==> src/rtl/regfile_dump_uart_if.sv <==
// Register-dump port bundle: register-file read port plus UART/status lines.
// master = dump engine, slave = register bank / board top.
interface regfile_dump_uart_if;
   logic        start;
   logic [4:0]  ra;
   logic [31:0] rd;
   logic        tx;
   logic        busy;
   logic        done;

   modport master (
      input  start,
      input  rd,
      output ra,
      output tx,
      output busy,
      output done
   );

   modport slave (
      output start,
      output rd,
      input  ra,
      input  tx,
      input  busy,
      input  done
   );
endinterface

==> src/rtl/regfile_dump_uart.sv <==
// Register bank dumper: walks every register through a read port and
// streams index byte + 4 data bytes (MSB first) per register over UART 8N1.
module regfile_dump_uart #(
   parameter int CLKS_PER_BIT = 434,
   parameter int NUM_REGS     = 32
) (
   input logic                 clk,
   input logic                 rst,
   regfile_dump_uart_if.master bus
);

   localparam int BW = $clog2(CLKS_PER_BIT);
   localparam logic [BW-1:0] BAUD_MAX = BW'(CLKS_PER_BIT - 1);
   localparam logic [4:0] LAST_RA = 5'(NUM_REGS - 1);

   typedef enum logic [2:0] {
      S_IDLE,
      S_FETCH,
      S_START,
      S_DATA,
      S_STOP,
      S_DONE
   } state_t;

   state_t        state_q, state_d;
   logic [4:0]    ra_q, ra_d;
   logic [2:0]    byte_idx_q, byte_idx_d;
   logic [2:0]    bit_q, bit_d;
   logic [BW-1:0] baud_q, baud_d;
   logic [31:0]   shadow_q, shadow_d;
   logic [7:0]    txbyte_q, txbyte_d;
   logic          tx_q, tx_d;
   logic          busy_q, busy_d;
   logic          done_q, done_d;
   logic          baud_end;

   assign baud_end = (baud_q == BAUD_MAX);

   // Next state, datapath updates, and registered-output values.
   always_comb begin
      state_d    = state_q;
      ra_d       = ra_q;
      byte_idx_d = byte_idx_q;
      bit_d      = bit_q;
      baud_d     = baud_q;
      shadow_d   = shadow_q;
      txbyte_d   = txbyte_q;

      unique case (state_q)
         S_IDLE: begin
            if (bus.start) begin
               state_d    = S_FETCH;
               ra_d       = '0;
               byte_idx_d = '0;
               baud_d     = '0;
            end
         end
         S_FETCH: begin
            shadow_d = bus.rd;
            txbyte_d = {3'b000, ra_q};
            state_d  = S_START;
            baud_d   = '0;
         end
         S_START: begin
            if (baud_end) begin
               state_d = S_DATA;
               bit_d   = '0;
               baud_d  = '0;
            end else begin
               baud_d = baud_q + 1'b1;
            end
         end
         S_DATA: begin
            if (baud_end) begin
               baud_d = '0;
               if (bit_q == 3'd7) begin
                  state_d = S_STOP;
               end else begin
                  bit_d = bit_q + 3'd1;
               end
            end else begin
               baud_d = baud_q + 1'b1;
            end
         end
         S_STOP: begin
            if (baud_end) begin
               baud_d = '0;
               if (byte_idx_q < 3'd4) begin
                  // Data bytes go out MSB first after the index byte.
                  unique case (byte_idx_q)
                     3'd0:    txbyte_d = shadow_q[31:24];
                     3'd1:    txbyte_d = shadow_q[23:16];
                     3'd2:    txbyte_d = shadow_q[15:8];
                     default: txbyte_d = shadow_q[7:0];
                  endcase
                  byte_idx_d = byte_idx_q + 3'd1;
                  state_d    = S_START;
               end else if (ra_q < LAST_RA) begin
                  ra_d       = ra_q + 5'd1;
                  byte_idx_d = '0;
                  state_d    = S_FETCH;
               end else begin
                  state_d = S_DONE;
               end
            end else begin
               baud_d = baud_q + 1'b1;
            end
         end
         S_DONE: begin
            ra_d    = '0;
            state_d = S_IDLE;
         end
         default: begin
            state_d = S_IDLE;
         end
      endcase

      // Outputs are registered, so derive them from the upcoming state.
      busy_d = (state_d != S_IDLE) && (state_d != S_DONE);
      done_d = (state_d == S_DONE);
      tx_d   = 1'b1;
      if (state_d == S_START) begin
         tx_d = 1'b0;
      end else if (state_d == S_DATA) begin
         tx_d = txbyte_d[bit_d];
      end
   end

   // State and datapath registers with synchronous active-low reset.
   always_ff @(posedge clk) begin
      if (!rst) begin
         state_q    <= S_IDLE;
         ra_q       <= '0;
         byte_idx_q <= '0;
         bit_q      <= '0;
         baud_q     <= '0;
         shadow_q   <= '0;
         txbyte_q   <= '0;
         tx_q       <= 1'b1;
         busy_q     <= 1'b0;
         done_q     <= 1'b0;
      end else begin
         state_q    <= state_d;
         ra_q       <= ra_d;
         byte_idx_q <= byte_idx_d;
         bit_q      <= bit_d;
         baud_q     <= baud_d;
         shadow_q   <= shadow_d;
         txbyte_q   <= txbyte_d;
         tx_q       <= tx_d;
         busy_q     <= busy_d;
         done_q     <= done_d;
      end
   end

   assign bus.ra   = ra_q;
   assign bus.tx   = tx_q;
   assign bus.busy = busy_q;
   assign bus.done = done_q;

endmodule

==> src/flat_wrapper.sv <==
// flat-port wrapper written by rule: the top's interface ports become plain ports
module regfile_dump_uart_flat 
#(
   parameter int CLKS_PER_BIT = 434,
   parameter int NUM_REGS     = 32
)
  (clk, rst, bus_start, bus_rd, bus_ra, bus_tx, bus_busy, bus_done);
  regfile_dump_uart_if bus_i ();
  input logic clk;
  input logic rst;
  input wire logic [$bits(bus_i.start)-1:0] bus_start;
  input wire logic [$bits(bus_i.rd)-1:0] bus_rd;
  output wire logic [$bits(bus_i.ra)-1:0] bus_ra;
  output wire logic [$bits(bus_i.tx)-1:0] bus_tx;
  output wire logic [$bits(bus_i.busy)-1:0] bus_busy;
  output wire logic [$bits(bus_i.done)-1:0] bus_done;
  assign bus_i.start = bus_start;
  assign bus_i.rd = bus_rd;
  assign bus_ra = bus_i.ra;
  assign bus_tx = bus_i.tx;
  assign bus_busy = bus_i.busy;
  assign bus_done = bus_i.done;
  regfile_dump_uart #(.CLKS_PER_BIT(CLKS_PER_BIT), .NUM_REGS(NUM_REGS)) u_core (.clk(clk), .rst(rst), .bus(bus_i));
endmodule
==> config.mk <==
export PLATFORM = sky130hd
export DESIGN_NAME = regfile_dump_uart_flat
export DESIGN_NICKNAME = d
export VERILOG_FILES = /design/src/rtl/regfile_dump_uart_if.sv /design/src/rtl/regfile_dump_uart.sv /design/src/flat_wrapper.sv
export SDC_FILE = /design/constraint.sdc
export NUM_CORES = 1
export LEC_CHECK = 0
export ABC_AREA = 1
export BUFFER_PORTS_ARGS = -buffer_cell sky130_fd_sc_hd__buf_2
export CELL_PAD_IN_SITES_DETAIL_PLACEMENT = 1
export CELL_PAD_IN_SITES_GLOBAL_PLACEMENT = 1
export CORE_MARGIN = 2
export CORE_UTILIZATION = 35
export CTS_CLUSTER_DIAMETER = 150
export DETAILED_ROUTE_END_ITERATION = 7
export MAX_ROUTING_LAYER = met4
export PLACE_DENSITY = 0.72
export SLEW_MARGIN = 0
export SYNTH_ARGS = -nofsm -noshare
export SYNTH_HDL_FRONTEND = slang
export SYNTH_SLANG_ARGS = --single-unit
==> constraint.sdc <==
create_clock -name clk -period 3.59 [get_ports clk]
set_clock_uncertainty 0.05 [all_clocks]
set_input_delay 1.077 -clock clk [delete_from_list [all_inputs] [get_ports clk]]
set_output_delay 1.077 -clock clk [all_outputs]
set_load 0.03 [all_outputs]
==> parameters.txt <==
Parameter                              Value

Finish
  Number of non-filler instances in the completed layout    654
  Final std cell area, no fill    3800 um^2
  Share of final-layout standard cells stronger than drive strength 1    0.129
  Count of fill cells added during filler insertion    1222
  Most frequent standard cell in the layout excluding fill and tap cells    sky130_fd_sc_hd__nand2_1
  Commonest cells after routing, fill and taps aside    sky130_fd_sc_hd__nand2_1 (170), sky130_fd_sc_hd__dfxtp_1 (66), sky130_fd_sc_hd__a21oi_1 (50), sky130_fd_sc_hd__inv_1 (48)
  Number of nets at the end of the flow    581
  Core Util, Final    0.418
  Antenna Cells    0
  Area growth from synthesis to final layout    16.9%

Floorplan
  Number of placement rows    35
  Die Y-Extent    100 um
  Initial cell density of the core    0.357
  Number of top-level design ports    43
  Placeable core region    between 9000 and 10000 um^2
  Total Die Area    approximately 10000 um^2
  Horiz. Die Dim    100 um

Worst hold path
  Hold-critical path endpoint    u_core.shadow_q[8]$_SDFFE_PN0P_
  Hold path depth    2
  Worst hold path startpoint    u_core.shadow_q[8]$_SDFFE_PN0P_
  Hold/Removal Path Class    reg2reg

Clock network
  Clock-pin slew of the registers on the worst-case setup and hold paths    about 80 ps
  Maximum count of clock buffers along a single path    2
  Count of clock tree sinks    66
  Setup Fix Bufs, Post-CTS    0
  CTS HTree Levels    3
  Post-CTS Hold Fix Bufs    0
  TritonCTS buffer count    9
  Later-pin clock latency in the skew report    360 ps
  Post_cts resized    0
  Clock tree from TritonCTS    done
  Root buffer cell    sky130_fd_sc_hd__clkbuf_8

Synth
  Synthesized net count    approximately 540
  Mean cell area of the mapped netlist    6.56 um^2
  Cell area after synthesis    3250 um^2
  Number of cells produced by synthesis    about 500
  Synthesis Warnings    0
  Proportion of synthesized chip area in sequential cells    0.406
  Number of storage elements in the synthesis netlist    66
  Cell variety after synth    27

Worst setup path
  Critical Path Source Type    flip-flop
  Crit-path max cell delay    370 ps
  Origin of the worst setup path    u_core.byte_idx_q[1]$_SDFFE_PN0P_
  Category of the critical setup timing path    reg2reg
  Number of buffer and inverter stages on the critical path    2
  Most common cell type on the critical path    sky130_fd_sc_hd__nand2_1
  Worst setup EP type    flip-flop
  Crit path DAT    2500 ps
  R2R cell count    15
  Worst-path cell with the longest stage delay    sky130_fd_sc_hd__nor2_1
  Worst endpoint required time    3790 ps
  Maximum fanout encountered on the critical timing path    7
  R2r endpoint    u_core.bus.tx$_SDFF_PN1_
  Slack of the worst reg-to-reg path    1290 ps
  Worst flop-to-flop path startpoint    u_core.byte_idx_q[1]$_SDFFE_PN0P_
  Top Family by Delay on Critical Path    simple AND/OR/NAND/NOR gates
  Critical path cell sequence    inv_1 > ha_1 > inv_1 > nor2_1 > nor2_1 > nand3_1 > nand3_1 > nand2_1 > nand2_1 > nand2_1 > nand3_1 > nand2_1 > nand2_1 > nand3_1 > nand2_1

Timing
  Setup-violating endpoint count in the final report    0
  Max-slew violations    0
  Share of the clock period used by the worst path after layout    0.642
  Final hold slack    between 400 and 500 ps
  Worst slew pin tran    ~460 ps
  Time the worst path needs with I/O delays and setup    around 2300 ps
  Number of endpoints with negative hold slack in the final report    0
  Least setup slack across all paths after layout    1290 ps
  Unrepaired setup endpoints after global routing    false
  Relative slew slack    0.691
  Highest achievable clock rate    434 MHz
  Aggregate negative setup slack    0 ps

Routing
  Number of optimization iterations in the first detailed-route pass    4
  DRC violations left    0
  Routed length per placed instance    13.9 um
  Via total after detailed routing    3211
  Antenna-violating nets left    0
  Post-Route WL    9060 um
  Number of DRC markers after the initial detailed-route iteration    between 100 and 150
  Via/cell ratio    4.91

Placed design
  Global placement routability congestion    0.838
  Post-DP Area    3560 um^2
  Count of input and output buffers    between 40 and 50
  # placed instances    638
  Detailed placer's ending HPWL    around 6700 um
  Setup slack after placement    1130 ps

GRT
  Vias in the first global route    3319
  Sum of overflow across all layers after global routing    0
  Largest net degree at the start of global routing    47
  Total global-route track usage    0.202
  Global-route wire length before repair    15600 um
  Number of antenna violations at the first check in global routing    0

Job
  Max-capacitance violation count    0

Pwr
  Leakage power summed over all cells    1.63 nW
  VDD IR-drop max    0.167 mV
  Overall power after layout    1.89 mW
  Power per cell area    497 nW/um^2

Status
  Result of the run    complete, no violations
-- cell families (layout without fill, tap and decap cells) --
family / after synthesis / count (layout) / share of synthesized area
and+or+nand+nor: 279 / 279 / 0.358
AOI/OAI and AO/OA: 76 / 76 / 0.123
DFF: 66 / 66 / 0.406
buffers and inverters: 66 / 113 / 0.0796
adders and majority gates: 8 / 8 / 0.0308
xor gates and xnor gates: 1 / 1 / 0.00269
-- worst register-to-register path, cell delays in order (launching register included) --
cell and delay [ps]:
sky130_fd_sc_hd__dfxtp_1 330, sky130_fd_sc_hd__inv_1 100, sky130_fd_sc_hd__ha_1 270, sky130_fd_sc_hd__inv_1 60, sky130_fd_sc_hd__nor2_1 370, sky130_fd_sc_hd__nor2_1 220
sky130_fd_sc_hd__nand3_1 120, sky130_fd_sc_hd__nand3_1 100, sky130_fd_sc_hd__nand2_1 100, sky130_fd_sc_hd__nand2_1 80, sky130_fd_sc_hd__nand2_1 60, sky130_fd_sc_hd__nand3_1 60
sky130_fd_sc_hd__nand2_1 100, sky130_fd_sc_hd__nand2_1 60, sky130_fd_sc_hd__nand3_1 80, sky130_fd_sc_hd__nand2_1 50
-- state kept, by name (all words and copies together), names as in the netlist --
signal	flops
u_core.bus.busy	1
u_core.bus.done	1
u_core.baud_q	9
u_core.bus.ra	5
u_core.txbyte_q	8
u_core.bit_q	3
u_core.byte_idx_q	3
u_core.state_q	3
u_core.bus.tx	1
u_core.shadow_q	32
-- per-layer routing --
metal	part of all wire	wire [um]	global-route usage	up-vias
met3	0.028	250	0.0432	10
met1	0.46	4180	0.232	1483
met4	0.013	121	0.0674	0
met5	0	0	-	-
met2	0.50	4520	0.350	47
li1	-	-	-	1671
-- layout make-up --
class	count	area (um^2)	share of cell area
multi-input combinational	364	1670	0.440
sequential	66	1320	0.347
timing repair buffer	45	233	0.0612
inverter	52	195	0.0513
tap	111	139	0.0365
clock buffer	10	128	0.0336
clock inverter	6	115	0.0303
-- synth_stat cells --
library cell / instances / area, um^2
sky130_fd_sc_hd__o21a_1: 2 / 15.0
sky130_fd_sc_hd__clkbuf_1: 9 / 33.8
sky130_fd_sc_hd__o22ai_1: 1 / 6.26
sky130_fd_sc_hd__or2_0: 1 / 6.26
sky130_fd_sc_hd__nand3_1: 42 / 210
sky130_fd_sc_hd__nor2_1: 42 / 158
sky130_fd_sc_hd__a211oi_1: 3 / 22.5
sky130_fd_sc_hd__o21ai_0: 17 / 85.1
sky130_fd_sc_hd__nor2_2: 1 / 6.26
sky130_fd_sc_hd__a21oi_2: 1 / 8.76
sky130_fd_sc_hd__nand3_2: 1 / 10.0
sky130_fd_sc_hd__nor3b_1: 5 / 37.5
sky130_fd_sc_hd__buf_2: 3 / 15.0
sky130_fd_sc_hd__nand4_1: 6 / 37.5
sky130_fd_sc_hd__nand2_2: 3 / 18.8
sky130_fd_sc_hd__ha_1: 8 / 100
sky130_fd_sc_hd__inv_1: 48 / 180
sky130_fd_sc_hd__nor4_1: 1 / 6.26
sky130_fd_sc_hd__xor2_1: 1 / 8.76
sky130_fd_sc_hd__buf_1: 1 / 3.75
sky130_fd_sc_hd__a21oi_1: 50 / 250
sky130_fd_sc_hd__nor3_1: 7 / 35.0
sky130_fd_sc_hd__buf_6: 1 / 11.3
sky130_fd_sc_hd__dfxtp_1: 66 / 1320
sky130_fd_sc_hd__inv_2: 4 / 15.0
sky130_fd_sc_hd__a31oi_1: 2 / 12.5
sky130_fd_sc_hd__nand2_1: 170 / 638
-- how the worst max path moves through the flow --
stage / to / depth (start not counted)
floorplan: u_core.bus.ra[1]$_SDFFE_PN0P_ / 5
global placement: u_core.baud_q[7]$_SDFFE_PN0P_ / 10
detailed placement: u_core.bus.ra[1]$_SDFFE_PN0P_ / 6
CTS: u_core.bus.tx$_SDFF_PN1_ / 15
global route: u_core.bus.tx$_SDFF_PN1_ / 15
finish: u_core.bus.tx$_SDFF_PN1_ / 15
-- power breakdown --
| part | leakage [nW] | switching, mW | total [mW] | internal (mW) |
|---|---|---|---|---|
| Combinational | 0.977 | 0.214 | 0.308 | 0.0940 |
| Sequential | 0.537 | 0.0281 | 0.803 | 0.775 |
| Clock | 0.117 | 0.315 | 0.779 | 0.464 |
| Total | 1.63 | 0.558 | 1.89 | 1.33 |
Note: power is estimated with default switching activity, not from simulation.
